--- src/rtl/spectro_frame_deser.sv ---
// Receive-side deserializer for the spectrogram PISO readout: rebuilds slot-tagged words
// and buffers them in a first-word-fall-through FIFO behind a valid/ready handshake.
module spectro_frame_deser #(
    parameter int unsigned FIFO_DEPTH = 4,
    parameter int unsigned WORD_W     = 12
) (
    input  logic              clk,
    input  logic              reset,
    input  logic              serial_in,
    input  logic              sl_in,
    input  logic              ovf_in,
    output logic [WORD_W-1:0] word_data,
    output logic [3:0]        word_slot,
    output logic              word_last,
    output logic              word_valid,
    input  logic              word_ready,
    output logic              frame_done,
    output logic              fifo_ovf,
    output logic              frame_err
);

    localparam int unsigned AW = (FIFO_DEPTH > 1) ? $clog2(FIFO_DEPTH) : 1;
    localparam int unsigned BW = $clog2(WORD_W + 1);

    typedef enum logic [1:0] {StIdle, StArmed, StShift} state_e;

    state_e            state_q, state_d;
    logic              ovf_q;
    logic              ovf_rise;
    logic [3:0]        slot_q, slot_d;
    logic [BW-1:0]     bit_q, bit_d;
    logic [WORD_W-1:0] sreg_q, sreg_d;
    logic [WORD_W-1:0] shifted;
    logic              push;
    logic              err_set;

    logic [WORD_W-1:0] mem_data [FIFO_DEPTH];
    logic [3:0]        mem_slot [FIFO_DEPTH];
    logic [AW-1:0]     rd_q, wr_q;
    logic [AW:0]       cnt_q;
    logic              full;
    logic              pop;
    logic              push_ok;
    logic              frame_done_q, fifo_ovf_q, frame_err_q;

    assign ovf_rise = ovf_in & ~ovf_q;
    assign shifted  = {sreg_q[WORD_W-2:0], serial_in};

    always_comb begin
        state_d = state_q;
        slot_d  = slot_q;
        bit_d   = bit_q;
        sreg_d  = sreg_q;
        push    = 1'b0;
        err_set = 1'b0;
        unique case (state_q)
            StIdle: begin
                if (ovf_rise) begin
                    state_d = StArmed;
                    slot_d  = '0;
                end
            end
            StArmed: begin
                if (ovf_rise && slot_q != 4'd0) begin
                    err_set = 1'b1;
                    slot_d  = '0;
                end else if (sl_in) begin
                    state_d = StShift;
                    bit_d   = '0;
                end
            end
            StShift: begin
                if (ovf_rise) begin
                    err_set = 1'b1;
                    slot_d  = '0;
                    bit_d   = '0;
                    state_d = StArmed;
                end else if (sl_in) begin
                    // Early reload: drop the partial word, same slot starts over.
                    err_set = 1'b1;
                    bit_d   = '0;
                end else begin
                    sreg_d = shifted;
                    bit_d  = bit_q + 1'b1;
                    if (bit_q == BW'(WORD_W - 1)) begin
                        push    = 1'b1;
                        slot_d  = slot_q + 4'd1;
                        state_d = (slot_q == 4'd15) ? StIdle : StArmed;
                    end
                end
            end
            default: state_d = StIdle;
        endcase
    end

    always_ff @(posedge clk) begin
        if (reset) begin
            state_q <= StIdle;
            ovf_q   <= 1'b0;
            slot_q  <= '0;
            bit_q   <= '0;
            sreg_q  <= '0;
        end else begin
            state_q <= state_d;
            ovf_q   <= ovf_in;
            slot_q  <= slot_d;
            bit_q   <= bit_d;
            sreg_q  <= sreg_d;
        end
    end

    assign word_valid = (cnt_q != '0);
    assign full       = (cnt_q == (AW + 1)'(FIFO_DEPTH));
    assign pop        = word_valid & word_ready;
    // A pop on the same edge frees the slot, so a full FIFO still accepts the push.
    assign push_ok    = push & (~full | pop);

    always_ff @(posedge clk) begin
        if (push_ok) begin
            mem_data[wr_q] <= shifted;
            mem_slot[wr_q] <= slot_q;
        end
    end

    always_ff @(posedge clk) begin
        if (reset) begin
            rd_q         <= '0;
            wr_q         <= '0;
            cnt_q        <= '0;
            frame_done_q <= 1'b0;
            fifo_ovf_q   <= 1'b0;
            frame_err_q  <= 1'b0;
        end else begin
            if (push_ok) wr_q <= wr_q + 1'b1;
            if (pop)     rd_q <= rd_q + 1'b1;
            if (push_ok && !pop)      cnt_q <= cnt_q + 1'b1;
            else if (!push_ok && pop) cnt_q <= cnt_q - 1'b1;
            frame_done_q <= push_ok && (slot_q == 4'd15);
            fifo_ovf_q   <= fifo_ovf_q | (push & ~push_ok);
            frame_err_q  <= frame_err_q | err_set;
        end
    end

    assign word_data  = word_valid ? mem_data[rd_q] : '0;
    assign word_slot  = word_valid ? mem_slot[rd_q] : '0;
    assign word_last  = word_valid && (mem_slot[rd_q] == 4'd15);
    assign frame_done = frame_done_q;
    assign fifo_ovf   = fifo_ovf_q;
    assign frame_err  = frame_err_q;

endmodule

--- config.mk ---
export PLATFORM = sky130hd
export DESIGN_NAME = spectro_frame_deser
export DESIGN_NICKNAME = d
export VERILOG_FILES = /design/src/rtl/spectro_frame_deser.sv
export SDC_FILE = /design/constraint.sdc
export NUM_CORES = 1
export LEC_CHECK = 0
export BUFFER_PORTS_ARGS = -buffer_cell sky130_fd_sc_hd__buf_4
export CAP_MARGIN = 10
export CORE_ASPECT_RATIO = 1.1
export CORE_MARGIN = 3
export CORE_UTILIZATION = 65
export CTS_BUF_LIST = sky130_fd_sc_hd__clkbuf_4 sky130_fd_sc_hd__clkbuf_8
export CTS_CLUSTER_DIAMETER = 60
export DETAILED_ROUTE_END_ITERATION = 8
export PLACE_DENSITY = 0.95
export SLEW_MARGIN = 15
export SYNTH_ARGS = -nofsm -noshare
export SYNTH_HDL_FRONTEND = slang
export SYNTH_SLANG_ARGS = --single-unit
--- constraint.sdc ---
create_clock -name clk -period 5.1 [get_ports clk]
set_clock_uncertainty 0.1 [all_clocks]
set_input_delay 0.51 -clock clk [delete_from_list [all_inputs] [get_ports clk]]
set_output_delay 0.51 -clock clk [all_outputs]
set_load 0.005 [all_outputs]
; ---- Yosys cells after proc, flatten, opt, wreduce, memory -nomap -nowiden
; Memory sizes are Yosys's and may differ from the RTL's. A register that Yosys moved wholly into a read port is not among the register bits.
; Index checks and enable logic that the tools add are counted.
[classes]
add_sub_neg = 6
n_eq_ne = 12
muxes = 37
n_bitwise = 12
reduce_logical = 17
[op_table]
columns = op, n
row1 = $mux W4, 10
row2 = $mux W2, 10
row3 = $eq A4 B4 Y1 const B, 3
row4 = $mux W12, 1
row5 = $pmux W4 S3, 1
row6 = $mux W1, 10
row7 = $reduce_and A5 Y1, 2
row8 = $add A4 B1 Y4 const B, 2
row9 = $ne A2 B2 Y1 const B, 4
row10 = $pmux W4 S2, 1
row11 = $mux W3, 2
row12 = $ne A3 B3 Y1 const B, 2
row13 = $pmux W2 S3, 1
row14 = $reduce_and A3 Y1, 2
row15 = $reduce_bool A3 Y1, 2
row16 = $logic_and A1 B1 Y1, 5
row17 = $not A1 Y1, 5
row18 = $add A2 B1 Y2 const B, 2
row19 = $and A1 B1 Y1, 4
row20 = $reduce_bool A2 Y1, 2
row21 = $reduce_bool A4 Y1, 1
row22 = $add A3 B1 Y3 const B, 1
row23 = $eq A3 B3 Y1 const B, 1
row24 = $or A1 B1 Y1, 3
row25 = 6 further kinds, 7
[word_totals]
reg_bits = 32
ram_bits = 64
input_bits = 6
output_inout_bits = 21
word_cells = 97
memories = 2
[memory_table]
columns = memory, words, word_bits, rd, rd_clocked_by_memory_dff, wr, line_no
row1 = mem_data, 4, 12, 1, 1, 1, 37  ; logic [WORD_W-1:0] mem_data [FIFO_DEPTH];
row2 = mem_slot, 4, 4, 1, 1, 1, 38  ; logic [3:0] mem_slot [FIFO_DEPTH];

; ---- Logic depth before layout (Yosys ltp)
[depth]
word_depth = 10
ltp_mapped = 10
depth_no_buf = 10

; ---- Worst setup path after synthesis
; No wires, ideal clock.
[synth_path]
path_kind = register -> register
from = register bit_q[0]
to = register cnt_q[2]
setup_ns = 0.071
arrival_ns = 2.346
t_required_ns = 4.929
slack_ns = 2.584
stages_incl_launch_ff = 11
n_path_buf = 0
period_less_slack_ns = 2.516
path_cell_list = dfxtp_1 > ha_1 > nor4bb_4 > nand4b_1 > inv_1 > ha_1 > inv_1 > fa_1 > xor2_1 > or3_1 > a21oi_1
[synth_via]
elab_chain_len = 9
word_cells_on_any_way = 11
classes_between = eq/ne: 1 / mux: 5 / bitwise: 1 / reduce/logical: 4
[synth_rtl]
columns = element, line_no
row1 = from (decl), 31  ; logic [BW-1:0] bit_q, bit_d;
row2 = from (signal assigned), 107  ; bit_q <= bit_d;
row3 = $eq A4 B4 Y1 (*), 85  ; if (bit_q == BW'(WORD_W - 1)) begin
row4 = $mux W1 (*), 85
row5 = $mux W1 (*), 78  ; end else if (sl_in) begin
row6 = $mux W1 (*), 73  ; if (ovf_rise) begin
row7 = $mux W1 (*), 56  ; unique case (state_q)
row8 = $and A1 B1 Y1 (*), 116  ; assign push_ok = push & (~full | pop);
row9 = net push_ok, 43  ; logic push_ok;
row10 = $logic_not A1 Y1, 137  ; else if (!push_ok && pop) cnt_q <= cnt_q - 1'b1;
row11 = $logic_and A1 B1 Y1, 137
row12 = $reduce_bool A2 Y1 (no source line), -
row13 = to (signal assigned), 136  ; if (push_ok && !pop) cnt_q <= cnt_q + 1'b1;
row14 = to (signal assigned), 137
row15 = to (decl), 40  ; logic [AW:0] cnt_q;
; The timed path passes the listed nets; every way through them passes the cells marked *.
; A chain may end at the register's enable or synchronous reset.

; ---- Final worst setup path
; Ends and elaborated chain as after synthesis.

==> results.py <==
metrics = {
    "outcome": {
        "outcome": "finished clean",
    },
    "power_and_ir_drop": {
        "p_clk_frac": 0.374,
        "p_per_area_mw_per_mm2": 344,
        "ir_drop_uv": 242,
        "p_comb_frac": 0.088,
        "power_w": 0.00158,
        "p_switching_w": 0.000349,
        "swShare": 0.221,
        "power_frac_seq": 0.539,
        "intPower_w": 0.00123,
        "leakage_nw": 1.59,
    },
    "floorplan": {
        "die_w_um": 81.9,
        "io_pins": 27,
        "std_cell_rows": 29,
        "fp.dieH_um": 89.5,
        "coreArea_mm2": 0.00595,
        "initial_core_util": 0.692,
        "fp.dieArea_mm2": 0.00732,
    },
    "placed_design": {
        "hpwl_um": 4830,
        "gp_congestion": 0.850,
        "portBuffers": 26,
        "dpl_cell_area_mm2": 0.00435,
    },
    "critical_path": {
        "path_delay_family": "simple AND/OR/NAND/NOR gates",
        "crit_required_ps": 5280,
        "cp.arrival_ps": 2960,
        "reg2reg_slack_ps": 2310,
        "cp-startpoint": "bit_q[0]",
        "path_depth": 10,
        "critPathLaunchType": "register",
        "critical_path.slowest_cell": "dfxtp_1",
        "cp_max_fo": 6,
        "r2r_start": "bit_q[0]",
        "cpPeakStageDelay_ps": 390,
        "cp_num_buf_inv": 2,
        "critical_path_class": "register to register",
        "crit_path_cell_trace": "ha_1 > nor4bb_4 > nand4b_1 > inv_1 > ha_1 > inv_1 > fa_1 > xor2_1 > or3_1 > a21oi_1",
        "reg2reg_to": "cnt_q[2]",
        "endpoint_kind": "register",
        "rr_worst_depth": 10,
    },
    "sta": {
        "tightest_slew_ps": 842,
        "min_period_ps": 2790,
        "finalHoldViolations": 0,
        "slew_headroom": 0.438,
        "fin_crit_sh": 0.546,
        "rsz0062_at_grt": "no",
        "fmax_ghz": 0.359,
        "final_max_slew_viol_count": 0,
        "setup_violations": 0,
        "tns_ps": 0,
    },
    "global_route": {
        "grt_max_degree": 35,
        "track_usage": 0.220,
        "overflow": 0,
        "first_global_vias": 2515,
        "grt_pass1_wl_um": 11800,
        "antenna_found_initial": 0,
    },
    "routing": {
        "routed_via_density": 6.05,
        "detail-route-antenna-nets": 0,
        "drt_iter0_drc": 141,
        "first_pass_iters": 4,
        "drc_errors": 0,
        "wl_um": 7290,
        "wl_per_cell_um": 18.1,
        "vias": 2431,
    },
    "clock_network": {
        "cts_buffers": 9,
        "clk_pin_slew_ps": 90,
        "numClockSinks": 98,
        "htree_levels": 3,
        "cts_resized": 0,
        "postCtsSetupBuffers": 0,
        "cts_buffer_depth": 2,
        "clk_latency_ps": 350,
        "cts_root_buffer": "clkbuf_8",
        "cts_tree": "yes",
        "ctsHoldBuffers": 0,
    },
    "logic_synthesis": {
        "syn_inst": 296,
        "synth-seq-cells": 98,
        "syn-cell-area_mm2": 0.00412,
        "synthArstFlopShare": 0,
        "synth_edf_count": 64,
        "syn_nets": 316,
        "ys_seq_area_frac": 0.632,
        "yosysWarnings": 0,
        "synth_cell_types": 47,
        "synth_ff_type": "edfxtp_1",
        "avgSynthCellArea_um2": 13.9,
    },
    "worst_hold_path": {
        "hp-start": "serial_in",
        "hold_class": "input port to register",
        "whs_path_depth": 1,
        "whs_endpoint": "mem_data[2][0]",
    },
    "finish": {
        "final_cell_area_mm2": 0.00460,
        "regArea_mm2": 0.00260,
        "syn_to_final_growth_pct": 11.7,
        "nNetsFinal": 340,
        "fill_cells": 361,
        "final_util": 0.772,
        "diodes": 0,
        "drive_above_1_share": 0.206,
        "multi_input_area_mm2": 0.00140,
    },
    "run": {
        "max_cap_viol_count": 0,
    },
}
[layout make-up]
| cell class | instances | area share |
|---|---|---|
| clock inverters | 6 | 0.0248 |
| flip-flops and latches | 98 | 0.566 |
| repair buffers | 27 | 0.0441 |
| multi-input cells | 171 | 0.305 |
| well taps | 77 | 0.0210 |
| inverters | 13 | 0.0106 |
| clock buffers | 10 | 0.0286 |
[power by group through the flow]
stage	Sequential, W	Combinational, W	Clock, W
2_1_floorplan	0.000867	0.000106	0
3_3_place_gp	0.000869	0.000128	0
3_5_place_dp	0.000869	0.000136	0
4_1_cts	0.000851	0.000137	0.000594
5_1_grt	0.000852	0.000155	0.000623
6_report	0.000851	0.000138	0.000590
[cell usage in the layout (no fill, tap or decap), types with 3 or more instances in the layout]
master / netlist / final
nand3_1: 5 / 5
bufinv_16: 0 / 3
buf_4: 0 / 27
nor2_1: 13 / 13
nor3_1: 3 / 3
nand2_1: 30 / 30
a21oi_1: 16 / 16
inv_1: 13 / 13
o21ai_0: 5 / 5
xor2_1: 4 / 4
and2_1: 20 / 20
clkbuf_8: 0 / 9
or3_1: 4 / 4
edfxtp_1: 64 / 64
dfxtp_1: 34 / 33
mux4_2: 16 / 16
ha_1: 13 / 13
mux2i_1: 4 / 4
nand4b_1: 3 / 3
[metrics by stage]
step           setup WS [ps]  std cells  hold slack (ps)
2_1_floorplan           2580        296              342
3_3_place_gp            2410        386              335
3_5_place_dp            2240        386              362
4_1_cts                 1950        402              277
5_1_grt                 2110        402              277
6_report                2310        402              293
[worst register-to-register path, stage by stage, from the launching register on]
cell and delay (ps):
dfxtp_1 390, ha_1 210, nor4bb_4 360, nand4b_1 220
inv_1 180, ha_1 200, inv_1 60, fa_1 370
xor2_1 160, or3_1 300, a21oi_1 160
[logic make-up after synthesis]
| group | after synthesis | share of synthesized area |
|---|---|---|
| DFF | 98 | 0.632 |
| adders and majority gates | 14 | 0.0444 |
| xor gates and xnor gates | 5 | 0.0106 |
| and+or+nand+nor | 98 | 0.133 |
| buffers and inverters | 27 | 0.0277 |
| muxes | 21 | 0.100 |
| AOI/OAI and AO/OA | 33 | 0.0520 |
[flip-flops by register name (all words and copies together) (netlist names), named ones only]
signal and flops:
slot_q 4, cnt_q 3, frame_err 1, state_q 2, rd_q 2, fifo_ovf 1, sreg_q 11, mem_slot 16
ovf_q 1, mem_data 48, frame_done 1, wr_q 2, bit_q 4
[cell usage after synthesis, drive strengths merged (3+ instances only)]
cell | n | share of area
mux4 | 16 | 0.088
ha | 13 | 0.040
mux2i | 4 | 0.0097
clkbuf | 9 | 0.0082
nand4b | 3 | 0.0064
xor2 | 4 | 0.0085
nand3 | 5 | 0.0061
a21oi | 16 | 0.019
edfxtp | 64 | 0.47
o21ai | 5 | 0.0061
inv | 13 | 0.012
nor3 | 3 | 0.0036
nand2 | 30 | 0.027
or3 | 5 | 0.0079
nor2 | 13 | 0.012
and2 | 20 | 0.030
buf | 5 | 0.0076
dfxtp | 34 | 0.17
[worst max-delay path by stage]
stage	endpoint	slack, ps
after floorplan	cnt_q[2]	2580
after global placement	word_last	2410
after detailed placement	cnt_q[2]	2240
after CTS	word_last	1950
after global routing	cnt_q[2]	2110
final	cnt_q[2]	2310
[per-layer routing]
layer,global-route usage,vias up,part of all wire
met5,0,-,0
met4,0.121,0,0.015
met3,0.0302,8,0.036
met2,0.389,64,0.55
met1,0.257,1220,0.40
li1,-,1139,-
(Power assumes the default switching activity.)
